File: config.mk
export PLATFORM = sky130hd
export DESIGN_NAME = kronos_scoreboard_flat
export DESIGN_NICKNAME = d
export VERILOG_FILES = /design/src/rtl/kronos_scoreboard_if.sv /design/src/rtl/kronos_scoreboard.sv /design/src/flat_wrapper.sv
export SDC_FILE = /design/constraint.sdc
export NUM_CORES = 1
export LEC_CHECK = 0
export BUFFER_PORTS_ARGS = -buffer_cell sky130_fd_sc_hd__buf_2
export CORE_UTILIZATION = 45
export CTS_BUF_LIST = sky130_fd_sc_hd__clkbuf_8 sky130_fd_sc_hd__clkbuf_16
export DETAILED_ROUTE_END_ITERATION = 8
export PLACE_DENSITY = 0.73
export SLEW_MARGIN = 30
export SYNTH_ARGS = -nofsm -noshare
export SYNTH_HDL_FRONTEND = slang
export SYNTH_SLANG_ARGS = --single-unit
File: constraint.sdc
create_clock -name clk -period 6.9 [get_ports clk]
set_clock_uncertainty 0.05 [all_clocks]
set_input_delay 1.035 -clock clk [delete_from_list [all_inputs] [get_ports clk]]
set_output_delay 1.035 -clock clk [all_outputs]
set_load 0.01 [all_outputs]
File: src/rtl/kronos_scoreboard_if.sv
// -----------------------------------------------------------------------------
// kronos_scoreboard_if
// Purpose : bundles the ID-stage issue handshake, the release (write-back or
//           squash) ports and the scoreboard status outputs into one interface.
// Ports   : master modport -> pipeline side, drives issue and release requests,
//                             observes ready/stall/bypass/status.
//           slave modport  -> scoreboard side, the mirror image.
// Signals : flush, instr_vld, instr_rdy, rs1/rs2 (+_en), rd (+rd_en),
//           rel_en[NWB], rel_sel[NWB][5], stall, fwd_rs1/fwd_rs2[NWB],
//           pending, err_underflow.
// NWB must match the NWB of the kronos_scoreboard instance it connects to.
// -----------------------------------------------------------------------------
interface kronos_scoreboard_if #(
  parameter int unsigned NWB = 2
);
  logic                flush;
  logic                instr_vld;
  logic                instr_rdy;
  logic [4:0]          rs1;
  logic [4:0]          rs2;
  logic                rs1_en;
  logic                rs2_en;
  logic [4:0]          rd;
  logic                rd_en;
  logic [NWB-1:0]      rel_en;
  logic [NWB-1:0][4:0] rel_sel;
  logic                stall;
  logic [NWB-1:0]      fwd_rs1;
  logic [NWB-1:0]      fwd_rs2;
  logic                pending;
  logic                err_underflow;

  modport master (
    output flush, instr_vld, rs1, rs2, rs1_en, rs2_en, rd, rd_en, rel_en, rel_sel,
    input  instr_rdy, stall, fwd_rs1, fwd_rs2, pending, err_underflow
  );

  modport slave (
    input  flush, instr_vld, rs1, rs2, rs1_en, rs2_en, rd, rd_en, rel_en, rel_sel,
    output instr_rdy, stall, fwd_rs1, fwd_rs2, pending, err_underflow
  );
endinterface

File: src/rtl/kronos_scoreboard.sv
// -----------------------------------------------------------------------------
// kronos_scoreboard
// Purpose : register scoreboard for an in-order issue stage. Keeps a pending
//           write counter per architectural register (x1..x31), blocks issue on
//           RAW hazards and on counter saturation (WAW limit), and retires
//           reservations through NWB release ports.
// Ports   : clk  - single clock, rising edge
//           rstz - synchronous active-low reset
//           sb   - kronos_scoreboard_if.slave (issue handshake, release ports,
//                  stall / bypass select / pending / err_underflow)
// Params  : NWB   - number of release ports (1..4)
//           CNT_W - width of each pending counter (max 2^CNT_W-1 outstanding)
// Config  : KRONOS_SB_BYPASS_EN - when defined, a same-cycle release that brings
//           a source's count to zero satisfies the hazard and fwd_rs1/fwd_rs2
//           name the lowest releasing port; when undefined any non-zero count
//           stalls and the fwd outputs are zero.
// instr_rdy, stall and fwd_* are combinational; pending and err_underflow are
// registered.
// -----------------------------------------------------------------------------
module kronos_scoreboard #(
  parameter int unsigned NWB   = 2,
  parameter int unsigned CNT_W = 2
) (
  input logic                clk,
  input logic                rstz,
  kronos_scoreboard_if.slave sb
);

  // Release-count width covers up to 4 ports; sum width covers count + 1 issue.
  localparam int unsigned    RCW     = 3;
  localparam int unsigned    SW      = ((CNT_W > RCW) ? CNT_W : RCW) + 1;
  localparam logic [CNT_W-1:0] CNT_MAX = {CNT_W{1'b1}};

  // Entry 0 exists only so x0 lookups index safely; it is held at zero.
  logic [CNT_W-1:0] cnt_q [32];
  logic [CNT_W-1:0] cnt_d [32];
  logic [RCW-1:0]   rel_cnt_s [32];
  logic             err_underflow_q;
  logic             err_underflow_d;
  logic             pending_q;
  logic             pending_d;
  logic             underflow_s;
  logic             rs1_haz_s;
  logic             rs2_haz_s;
  logic             waw_s;
  logic             rdy_s;
  logic             accept_s;
  logic [CNT_W-1:0] rs1_cnt_s;
  logic [CNT_W-1:0] rs2_cnt_s;
  logic [CNT_W-1:0] rd_cnt_s;
  logic [NWB-1:0]   fwd_rs1_s;
  logic [NWB-1:0]   fwd_rs2_s;
  logic [SW-1:0]    inc_s;
  logic [SW-1:0]    sum_s;
  logic [SW-1:0]    rel_s;

`ifdef KRONOS_SB_BYPASS_EN
  // One-hot select of the lowest-index port releasing register r.
  function automatic logic [NWB-1:0] pick_port_f(input logic [NWB-1:0]      en,
                                                 input logic [NWB-1:0][4:0] sel,
                                                 input logic [4:0]          r);
    logic [NWB-1:0] oh;
    logic           found;
    oh    = {NWB{1'b0}};
    found = 1'b0;
    for (int p = 0; p < NWB; p++) begin
      oh[p] = en[p] & (sel[p] == r) & ~found;
      found = found | oh[p];
    end
    return oh;
  endfunction
`endif

  // Count how many release ports target each register this cycle.
  always_comb begin
    for (int r = 0; r < 32; r++) begin
      rel_cnt_s[r] = {RCW{1'b0}};
      for (int p = 0; p < NWB; p++) begin
        rel_cnt_s[r] = rel_cnt_s[r] + RCW'(sb.rel_en[p] & (sb.rel_sel[p] == 5'(r)));
      end
    end
  end

  // Hazard detection and issue handshake; reset forces the zeroed-state view.
  always_comb begin
    rs1_cnt_s = cnt_q[sb.rs1];
    rs2_cnt_s = cnt_q[sb.rs2];
    rd_cnt_s  = cnt_q[sb.rd];
`ifdef KRONOS_SB_BYPASS_EN
    rs1_haz_s = rstz & sb.rs1_en & (sb.rs1 != 5'd0) &
                (SW'(rs1_cnt_s) != SW'(rel_cnt_s[sb.rs1]));
    rs2_haz_s = rstz & sb.rs2_en & (sb.rs2 != 5'd0) &
                (SW'(rs2_cnt_s) != SW'(rel_cnt_s[sb.rs2]));
`else
    rs1_haz_s = rstz & sb.rs1_en & (sb.rs1 != 5'd0) & (rs1_cnt_s != {CNT_W{1'b0}});
    rs2_haz_s = rstz & sb.rs2_en & (sb.rs2 != 5'd0) & (rs2_cnt_s != {CNT_W{1'b0}});
`endif
    // A saturated destination may still issue if it is released this cycle.
    waw_s     = rstz & sb.rd_en & (sb.rd != 5'd0) & (rd_cnt_s == CNT_MAX) &
                (rel_cnt_s[sb.rd] == {RCW{1'b0}});
    rdy_s     = ~sb.flush & ~rs1_haz_s & ~rs2_haz_s & ~waw_s;
    accept_s  = rstz & sb.instr_vld & rdy_s;
  end

  // Bypass port selects: only when a pending source is fully satisfied now.
  always_comb begin
    fwd_rs1_s = {NWB{1'b0}};
    fwd_rs2_s = {NWB{1'b0}};
`ifdef KRONOS_SB_BYPASS_EN
    if (rstz && sb.rs1_en && (sb.rs1 != 5'd0) && (rs1_cnt_s != {CNT_W{1'b0}}) &&
        (SW'(rs1_cnt_s) == SW'(rel_cnt_s[sb.rs1]))) begin
      fwd_rs1_s = pick_port_f(sb.rel_en, sb.rel_sel, sb.rs1);
    end else begin
      fwd_rs1_s = {NWB{1'b0}};
    end
    if (rstz && sb.rs2_en && (sb.rs2 != 5'd0) && (rs2_cnt_s != {CNT_W{1'b0}}) &&
        (SW'(rs2_cnt_s) == SW'(rel_cnt_s[sb.rs2]))) begin
      fwd_rs2_s = pick_port_f(sb.rel_en, sb.rel_sel, sb.rs2);
    end else begin
      fwd_rs2_s = {NWB{1'b0}};
    end
`endif
  end

  // Counter next state: net issue/release in one step, clamped at zero.
  always_comb begin
    underflow_s = 1'b0;
    inc_s       = {SW{1'b0}};
    sum_s       = {SW{1'b0}};
    rel_s       = {SW{1'b0}};
    cnt_d[0]    = {CNT_W{1'b0}};
    for (int r = 1; r < 32; r++) begin
      inc_s = SW'(accept_s & sb.rd_en & (sb.rd == 5'(r)));
      sum_s = SW'(cnt_q[r]) + inc_s;
      rel_s = SW'(rel_cnt_s[r]);
      if (rel_s > sum_s) begin
        cnt_d[r]    = {CNT_W{1'b0}};
        underflow_s = 1'b1;
      end else begin
        cnt_d[r]    = CNT_W'(sum_s - rel_s);
      end
    end
    pending_d = 1'b0;
    for (int r = 1; r < 32; r++) begin
      pending_d = pending_d | (cnt_d[r] != {CNT_W{1'b0}});
    end
    err_underflow_d = err_underflow_q | underflow_s;
  end

  // State registers with synchronous active-low reset.
  always_ff @(posedge clk) begin
    if (!rstz) begin
      for (int r = 0; r < 32; r++) begin
        cnt_q[r] <= {CNT_W{1'b0}};
      end
      err_underflow_q <= 1'b0;
      pending_q       <= 1'b0;
    end else begin
      for (int r = 0; r < 32; r++) begin
        cnt_q[r] <= cnt_d[r];
      end
      err_underflow_q <= err_underflow_d;
      pending_q       <= pending_d;
    end
  end

  assign sb.instr_rdy     = rdy_s;
  assign sb.stall         = sb.instr_vld & ~sb.flush & ~rdy_s;
  assign sb.fwd_rs1       = fwd_rs1_s;
  assign sb.fwd_rs2       = fwd_rs2_s;
  assign sb.pending       = pending_q;
  assign sb.err_underflow = err_underflow_q;

endmodule

File: src/flat_wrapper.sv
// flat-port wrapper written by rule: the top's interface ports become plain ports
module kronos_scoreboard_flat 
#(
  parameter int unsigned NWB   = 2,
  parameter int unsigned CNT_W = 2
)
  (clk, rstz, sb_flush, sb_instr_vld, sb_rs1, sb_rs2, sb_rs1_en, sb_rs2_en, sb_rd, sb_rd_en, sb_rel_en, sb_rel_sel, sb_instr_rdy, sb_stall, sb_fwd_rs1, sb_fwd_rs2, sb_pending, sb_err_underflow);
  kronos_scoreboard_if #(.NWB(NWB)) sb_i ();
  input logic clk;
  input logic rstz;
  input wire logic [$bits(sb_i.flush)-1:0] sb_flush;
  input wire logic [$bits(sb_i.instr_vld)-1:0] sb_instr_vld;
  input wire logic [$bits(sb_i.rs1)-1:0] sb_rs1;
  input wire logic [$bits(sb_i.rs2)-1:0] sb_rs2;
  input wire logic [$bits(sb_i.rs1_en)-1:0] sb_rs1_en;
  input wire logic [$bits(sb_i.rs2_en)-1:0] sb_rs2_en;
  input wire logic [$bits(sb_i.rd)-1:0] sb_rd;
  input wire logic [$bits(sb_i.rd_en)-1:0] sb_rd_en;
  input wire logic [$bits(sb_i.rel_en)-1:0] sb_rel_en;
  input wire logic [$bits(sb_i.rel_sel)-1:0] sb_rel_sel;
  output wire logic [$bits(sb_i.instr_rdy)-1:0] sb_instr_rdy;
  output wire logic [$bits(sb_i.stall)-1:0] sb_stall;
  output wire logic [$bits(sb_i.fwd_rs1)-1:0] sb_fwd_rs1;
  output wire logic [$bits(sb_i.fwd_rs2)-1:0] sb_fwd_rs2;
  output wire logic [$bits(sb_i.pending)-1:0] sb_pending;
  output wire logic [$bits(sb_i.err_underflow)-1:0] sb_err_underflow;
  assign sb_i.flush = sb_flush;
  assign sb_i.instr_vld = sb_instr_vld;
  assign sb_i.rs1 = sb_rs1;
  assign sb_i.rs2 = sb_rs2;
  assign sb_i.rs1_en = sb_rs1_en;
  assign sb_i.rs2_en = sb_rs2_en;
  assign sb_i.rd = sb_rd;
  assign sb_i.rd_en = sb_rd_en;
  assign sb_i.rel_en = sb_rel_en;
  assign sb_i.rel_sel = sb_rel_sel;
  assign sb_instr_rdy = sb_i.instr_rdy;
  assign sb_stall = sb_i.stall;
  assign sb_fwd_rs1 = sb_i.fwd_rs1;
  assign sb_fwd_rs2 = sb_i.fwd_rs2;
  assign sb_pending = sb_i.pending;
  assign sb_err_underflow = sb_i.err_underflow;
  kronos_scoreboard #(.NWB(NWB), .CNT_W(CNT_W)) u_core (.clk(clk), .rstz(rstz), .sb(sb_i));
endmodule
==> results of run 1 <==
==> worst paths after layout <==
check,cells past startpoint,endpoint,slack (ns),start
min reg2reg,4,u_core.sb.err_underflow,0.64,u_core.sb.err_underflow
max reg2reg,18,u_core.sb.pending,1.62,u_core.cnt_q[5][0]
max,23,u_core.sb.pending,0.68,sb_rel_en[1]
min,4,u_core.sb.err_underflow,0.64,u_core.sb.err_underflow
==> logic make-up after synthesis <==
logic type	count (synthesis)	synth area share, %
compound gates	152	12.3
xor+xnor	30	3.26
fa+ha+maj	187	29.0
buf+inv	165	8.50
flops	64	15.9
mux	14	3.71
other cells	1	0.0465
simple gates	443	27.3
==> per-layer routing <==
| layer | track usage (%) | routed length [um] |
|---|---|---|
| met2 | 45.6 | 11100 |
| met4 | 12.7 | 1130 |
| met1 | 42.8 | 11800 |
| met5 | 0 | 0 |
| met3 | 7.61 | 3290 |
==> critical path, delay by kind of cell <==
kind                     cells  cell delay (ns)
AO/OA/AOI/OAI                6             1.50
adder cells (fa/ha/maj)      4             1.03
buffers and inverters        2             0.16
AND/OR/NAND/NOR             11             2.67
==> stage by stage <==
| step | power [mW] | worst slack, ns | area [um2] |
|---|---|---|---|
| floorplan | 0.537 | 1.45 | 8080 |
| global placement | 0.608 | 0.468 | 8470 |
| detailed placement | 0.609 | 0.469 | 8470 |
| CTS | 1.11 | 0.818 | 8790 |
| global route | 1.15 | 0.392 | 8790 |
| finish | 1.11 | 0.679 | 8790 |
==> area by class of cell <==
cell class                 count  area, um2  area share [%]
timing repair buffer          56        328            3.73
sequential                    64       1280            14.6
clock inverter                 6       76.3           0.869
clock buffer                  10        239            2.72
tap                          225        282            3.20
multi-input combinational    830       6110            69.6
inverter                     123        469            5.34
==> placed cells by master, fill, tap and decap left out, types with 14 or more instances in the layout <==
cell,n
nor3_1,117
inv_1,123
buf_2,37
nor2_1,147
a211oi_1,19
nor2b_1,16
nand3_1,24
o21ai_0,17
buf_4,19
a21oi_1,55
nand2b_1,22
xor2_1,29
nor4_1,14
ha_1,187
nand2_1,42
dfxtp_1,64
==> state kept, by name (all words and copies together) (netlist names) <==
name                     count
u_core.cnt_q                62
u_core.sb.err_underflow      1
u_core.sb.pending            1
==> power by group through the flow <==
| stage | sequential (mW) | combinational [mW] | clock (mW) |
|---|---|---|---|
| finish | 0.384 | 0.226 | 0.501 |
| global route | 0.384 | 0.241 | 0.521 |
| CTS | 0.384 | 0.218 | 0.503 |
| detailed placement | 0.392 | 0.217 | 0 |
| global placement | 0.392 | 0.216 | 0 |
| floorplan | 0.389 | 0.147 | 0 |
==> out/results.txt, run 1 <==
Post-Syn Area per Cell = 7.64 um2
Setup crit start kind = input port
Clk Latency, worst-skew pair = 0.35 ns
Initial antenna violation count = 0
Max_cap viols = 0
Nets = 1305
Routed wire length = 27300 um
Cell-internal power = 0.777 mW
Number of flops mapped to enable cells by yosys = 0
Fmax achieved = 161 MHz
Largest area contributor in the netlist = ha_1
Crit-path max FO = 22
CP dominant cell by count = ha_1
Max VDD drop = 0.118 mV
Die Span Y = 136 um
Crit path largest cell delay = 0.46 ns
Sequential-to-total area share from yosys stat = 15.9%
CP required = 7.08 ns
Layout fillers = 1700
Post-synth top flop = dfxtp_1
Maximum clock insertion buffer count = 2
CTS tree = built
Dpl hpwl = 22500 um
Via/cell ratio = 6.06
RSZ-0062 raised after global routing = false
Worst path slowest cell = or3b_2
Post-CTS Hold Buffers = 0
CP endpoint kind = register
Pleak = 3.79 nW
Part of the power in combinational logic = 20.3%
Crit Path Category = input port to register
Ratio of final minimum period to clock period = 90.2%
Cell variety after synth = 63
Slew margin rel. = 39.9%
Post-CTS setup buffer count = 0
Clk root buf = clkbuf_16
Number of core rows = 48
DR vias = 7957
Finished Layout Cells = 1314
# placed instances = 1298
Fin. Hold Viols = 0
Number of global-route vias before repair = 7484
Max-slew violation count = 0
DRC viols = 0
CP cell instances = buf_2, nor2b_1, nand3_1, nor2_1, ha_1, or3b_2, o311ai_0, a21oi_1, a21oi_1, nand4_1, nand4_4, nor3_1, ha_1, ha_1, inv_1, ha_1, nand2b_1, a21oi_1, o22ai_1, or3_1, nor4_1, nand4_1, o41a_1
Largest net degree at the start of global routing = 55
Synthesis-stage register bit count = 64
Wire per inst = 20.8 um
Total global-route track usage = 30.9%
Initial core utilization = 46.3%
Port Buf Inserts = 37
Crit path arrival time = 6.41 ns
Tmin final = 6.22 ns
Core footprint = 17400 um2
Placer congestion estimate = 1.03
Initial DRC Count = 871
Switch share = 30.1%
Hold WS = 0.639 ns
Reg clk slew, reported paths = 0.06 ns
Final core area utilization = 50.5%
Antenna viol nets, final = 0
Dominant cells by area after synthesis = ha_1, dfxtp_1, nor3_1
Worst-Margin Slew = 0.896 ns
Synth warnings = 0
PD cells = 126 nW/um2
Post-synth top area share = 29.0%
Drt pass-1 iters = 5
Layout area overhead = 8.92%
NetSw = 0.334 mW
Cts bufs inserted = 9
CTS resizes = 0
Setup TNS = 0 ns
Hold Path Class = register to register
IO Count = 42
CTS sink count = 64
Die area = 18500 um2
Post-synthesis instance area = 8070 um2
List of most frequent post-synthesis cells = ha_1, nor2_1, inv_1
Count leader, synth = ha_1
Layout cells sized above 1 = 8.54%
Post-synth ARST share = 0%
Die X = 136 um
H-tree levels = 3
First-pass GRT wire length = 42300 um
Proportion of power drawn by flip-flops and latches = 34.6%
Clock power frac = 45.1%
GRT Residual Overflow = 0
Antenna Cells = 0
Status = finished clean
Cells after synthesis = 1056
Final setup vio count = 0
Note: power is estimated with default switching activity, not from simulation.
==> run 2, diff against run 1 <==
--- a/config.mk
+++ b/config.mk
@@ -10,6 +10,7 @@
 export CTS_BUF_LIST = sky130_fd_sc_hd__clkbuf_8 sky130_fd_sc_hd__clkbuf_16
 export DETAILED_ROUTE_END_ITERATION = 8
 export PLACE_DENSITY = 0.73
+export SKIP_CTS_REPAIR_TIMING = 1
 export SLEW_MARGIN = 30
 export SYNTH_ARGS = -nofsm -noshare
 export SYNTH_HDL_FRONTEND = slang
==> constraint.sdc (replaced) <==
create_clock -name clk -period 6.14 [get_ports clk]
set_clock_uncertainty 0.05 [all_clocks]
set_input_delay 0.921 -clock clk [delete_from_list [all_inputs] [get_ports clk]]
set_output_delay 0.921 -clock clk [all_outputs]
set_load 0.01 [all_outputs]
==> run 2 against run 1 <==
  * Register-to-register slack worse by 0.44 ns
  * Die area stayed put
  * Critical path depth is 1 higher
  * Largest cell class unchanged
==> out/results.txt, run 2 (synthesis results as in run 1) <==
Clk root buf = clkbuf_16
PD cells = 131 nW/um2 (+4.0%)
Largest net degree at the start of global routing = 55 (unchanged)
Switch share = 32.6% (+2.5 points)
CP required = 6.33 ns (-0.75 ns)
Crit path largest cell delay = 0.47 ns (about the same)
Setup TNS = 0 ns (unchanged)
Max_cap viols = 0 (unchanged)
Cell-internal power = 0.801 mW (+3.1%)
Clock power frac = 40.5% (-4.6 points)
Hold Path Class = register to register
Sequential standard cell area = 1280 um2 (unchanged)
Crit Path Category = input port to register
Most common cell after layout, fill and taps aside = ha_1
Wire per inst = 20.8 um (+0.16%)
Dpl hpwl = 22900 um (+1.5%)
Initial antenna violation count = 0 (unchanged)
DRC viols = 0 (unchanged)
CP cell instances = buf_2, nor2b_2, nand3_1, nor2_1, ha_1, or3b_2, o311ai_0, a21oi_1, a21oi_1, nand4_1, nand4_4, buf_12, nor3_1, ha_1, ha_1, inv_1, ha_1, nand2b_1, a21oi_1, o22ai_1, or3_1, nor4_2, nand4_1, o41a_1
Die area = 18500 um2 (unchanged)
Worst path slowest cell = or3b_2
RSZ-0062 raised after global routing = false
Status = finished clean
GRT Residual Overflow = 0 (unchanged)
Part of the power in combinational logic = 23.2% (+2.9 points)
Placer congestion estimate = 1.02 (-0.81%)
Layout area overhead = 12.0%
Slew margin rel. = 49.4% (+9.5 points)
Final setup vio count = 0 (unchanged)
Fmax achieved = 174 MHz
Pre-CTS setup slack = -0.0889 ns (-0.558 ns)
Proportion of power drawn by flip-flops and latches = 36.4% (+1.8 points)
Leading cell types in the layout, fill and taps excluded = ha_1, nor2_1, inv_1, nor3_1, dfxtp_1
Max VDD drop = 0.112 mV (-5.0%)
Fin. Hold Viols = 0 (unchanged)
Ratio of final minimum period to clock period = 93.5%
Number of core rows = 48 (unchanged)
IO Count = 42 (unchanged)
DR vias = 8190 (+2.9%)
First-pass GRT wire length = 42500 um (+0.39%)
Layout cells sized above 1 = 11.7% (+3.2 points)
Crit-path max FO = 21 (-4.5%)
Max-slew violation count = 0 (unchanged)
Setup crit start kind = input port
CTS sink count = 64 (unchanged)
Die Span Y = 136 um (unchanged)
NetSw = 0.387 mW (+16%)
Initial DRC Count = 1018 (+17%)
CTS tree = built
Antenna Cells = 0 (unchanged)
Largest register FFs = 62 (unchanged)
Layout fillers = 1695 (-0.29%)
Port Buf Inserts = 37 (unchanged)
Cts bufs inserted = 9 (unchanged)
Core footprint = 17400 um2 (unchanged)
Clk Latency, worst-skew pair = 0.35 ns (about the same)
Total global-route track usage = 31.4% (+0.42 points)
Cell family with most CP delay = simple AND/OR/NAND/NOR gates
Hold WS = 0.632 ns (-0.00748 ns)
Final WS setup = 0.397 ns (-0.282 ns)
Tmin final = 5.74 ns
Die X = 136 um (unchanged)
CP endpoint kind = register
Crit path arrival time = 5.93 ns (-0.48 ns)
Area of the multi-input gates = 6120 um2 (+0.14%)
Reg clk slew, reported paths = 0.06 ns (about the same)
Tot Pwr = 1.19 mW (+6.9%)
Final instance area = 9040 um2 (+2.9%)
Routed wire length = 28200 um (+3.0%)
Pleak = 3.96 nW (+4.5%)
Nets = 1344 (+3.0%)
Antenna viol nets, final = 0 (unchanged)
Drt pass-1 iters = 6 (+1)
Maximum clock insertion buffer count = 2 (unchanged)
Worst-Margin Slew = 0.759 ns (-0.137 ns)
Bufs and invs on worst path = 3 (+1)
Largest Register = u_core.cnt_q
Placement Cell Area = 8770 um2 (+3.6%)
Number of global-route vias before repair = 7531 (+0.63%)
Initial core utilization = 46.3% (unchanged)
Via/cell ratio = 6.06 (+0.11%)
H-tree levels = 3 (unchanged)
CP dominant cell by count = ha_1
## run 2: cell count changes in the layout (fill, tap and decap cells not counted)
cell,previous run,this run
buf_4,19,57
bufinv_16,2,0
buf_12,0,1
inv_2,0,1
inv_4,1,0
nor2b_1,16,15
nor2b_2,0,1
nor4_1,14,13
nor4_2,0,1
## run 2: cell type report
cell class	instances	area share, %
clock buffer	10	2.64
clock inverter	4	0.180
sequential	64	14.2
tap	225	3.11
timing repair buffer	95	7.00
inverter	123	5.16
multi-input combinational	830	67.7
## run 2: power by group through the flow
stage               clock network (mW)  registers, mW  logic, mW
floorplan                            0          0.438      0.166
global placement                     0          0.441      0.262
detailed placement                   0          0.441      0.265
CTS                              0.477          0.432      0.267
global route                     0.491          0.433      0.293
finish                           0.481          0.432      0.275
## run 2: worst paths after layout
kind | from | to | slack, ns | cells after the start
worst max-delay path | sb_rel_en[1] | u_core.sb.pending | 0.40 | 24
worst min-delay path | u_core.sb.err_underflow | u_core.sb.err_underflow | 0.63 | 4
worst max register to register | u_core.cnt_q[9][0] | u_core.sb.pending | 1.18 | 19
worst min register to register | u_core.sb.err_underflow | u_core.sb.err_underflow | 0.63 | 4
## run 2: worst min-delay path: stages (launching register included)
cell,delay [ns]
dfxtp_1,0.37
nor4_1,0.09
nand3_1,0.06
nor3_1,0.04
nor2_1,0.08
## run 2: layer usage
| metal | wire (um) | track usage (%) | vias to the layer above |
|---|---|---|---|
| li1 | - | - | 3837 |
| met1 | 12100 | 42.5 | 3823 |
| met3 | 3220 | 8.46 | 70 |
| met2 | 11700 | 46.8 | 460 |
| met4 | 1110 | 12.6 | 0 |
| met5 | 0 | 0 | - |
## run 2: through the flow
step | cells | util, %
after floorplan | 1059 | -
after global placement | 1337 | 50.4
after detailed placement | 1337 | 50.4
after CTS | 1351 | 51.8
after global routing | 1351 | 51.9
final | 1351 | 51.9
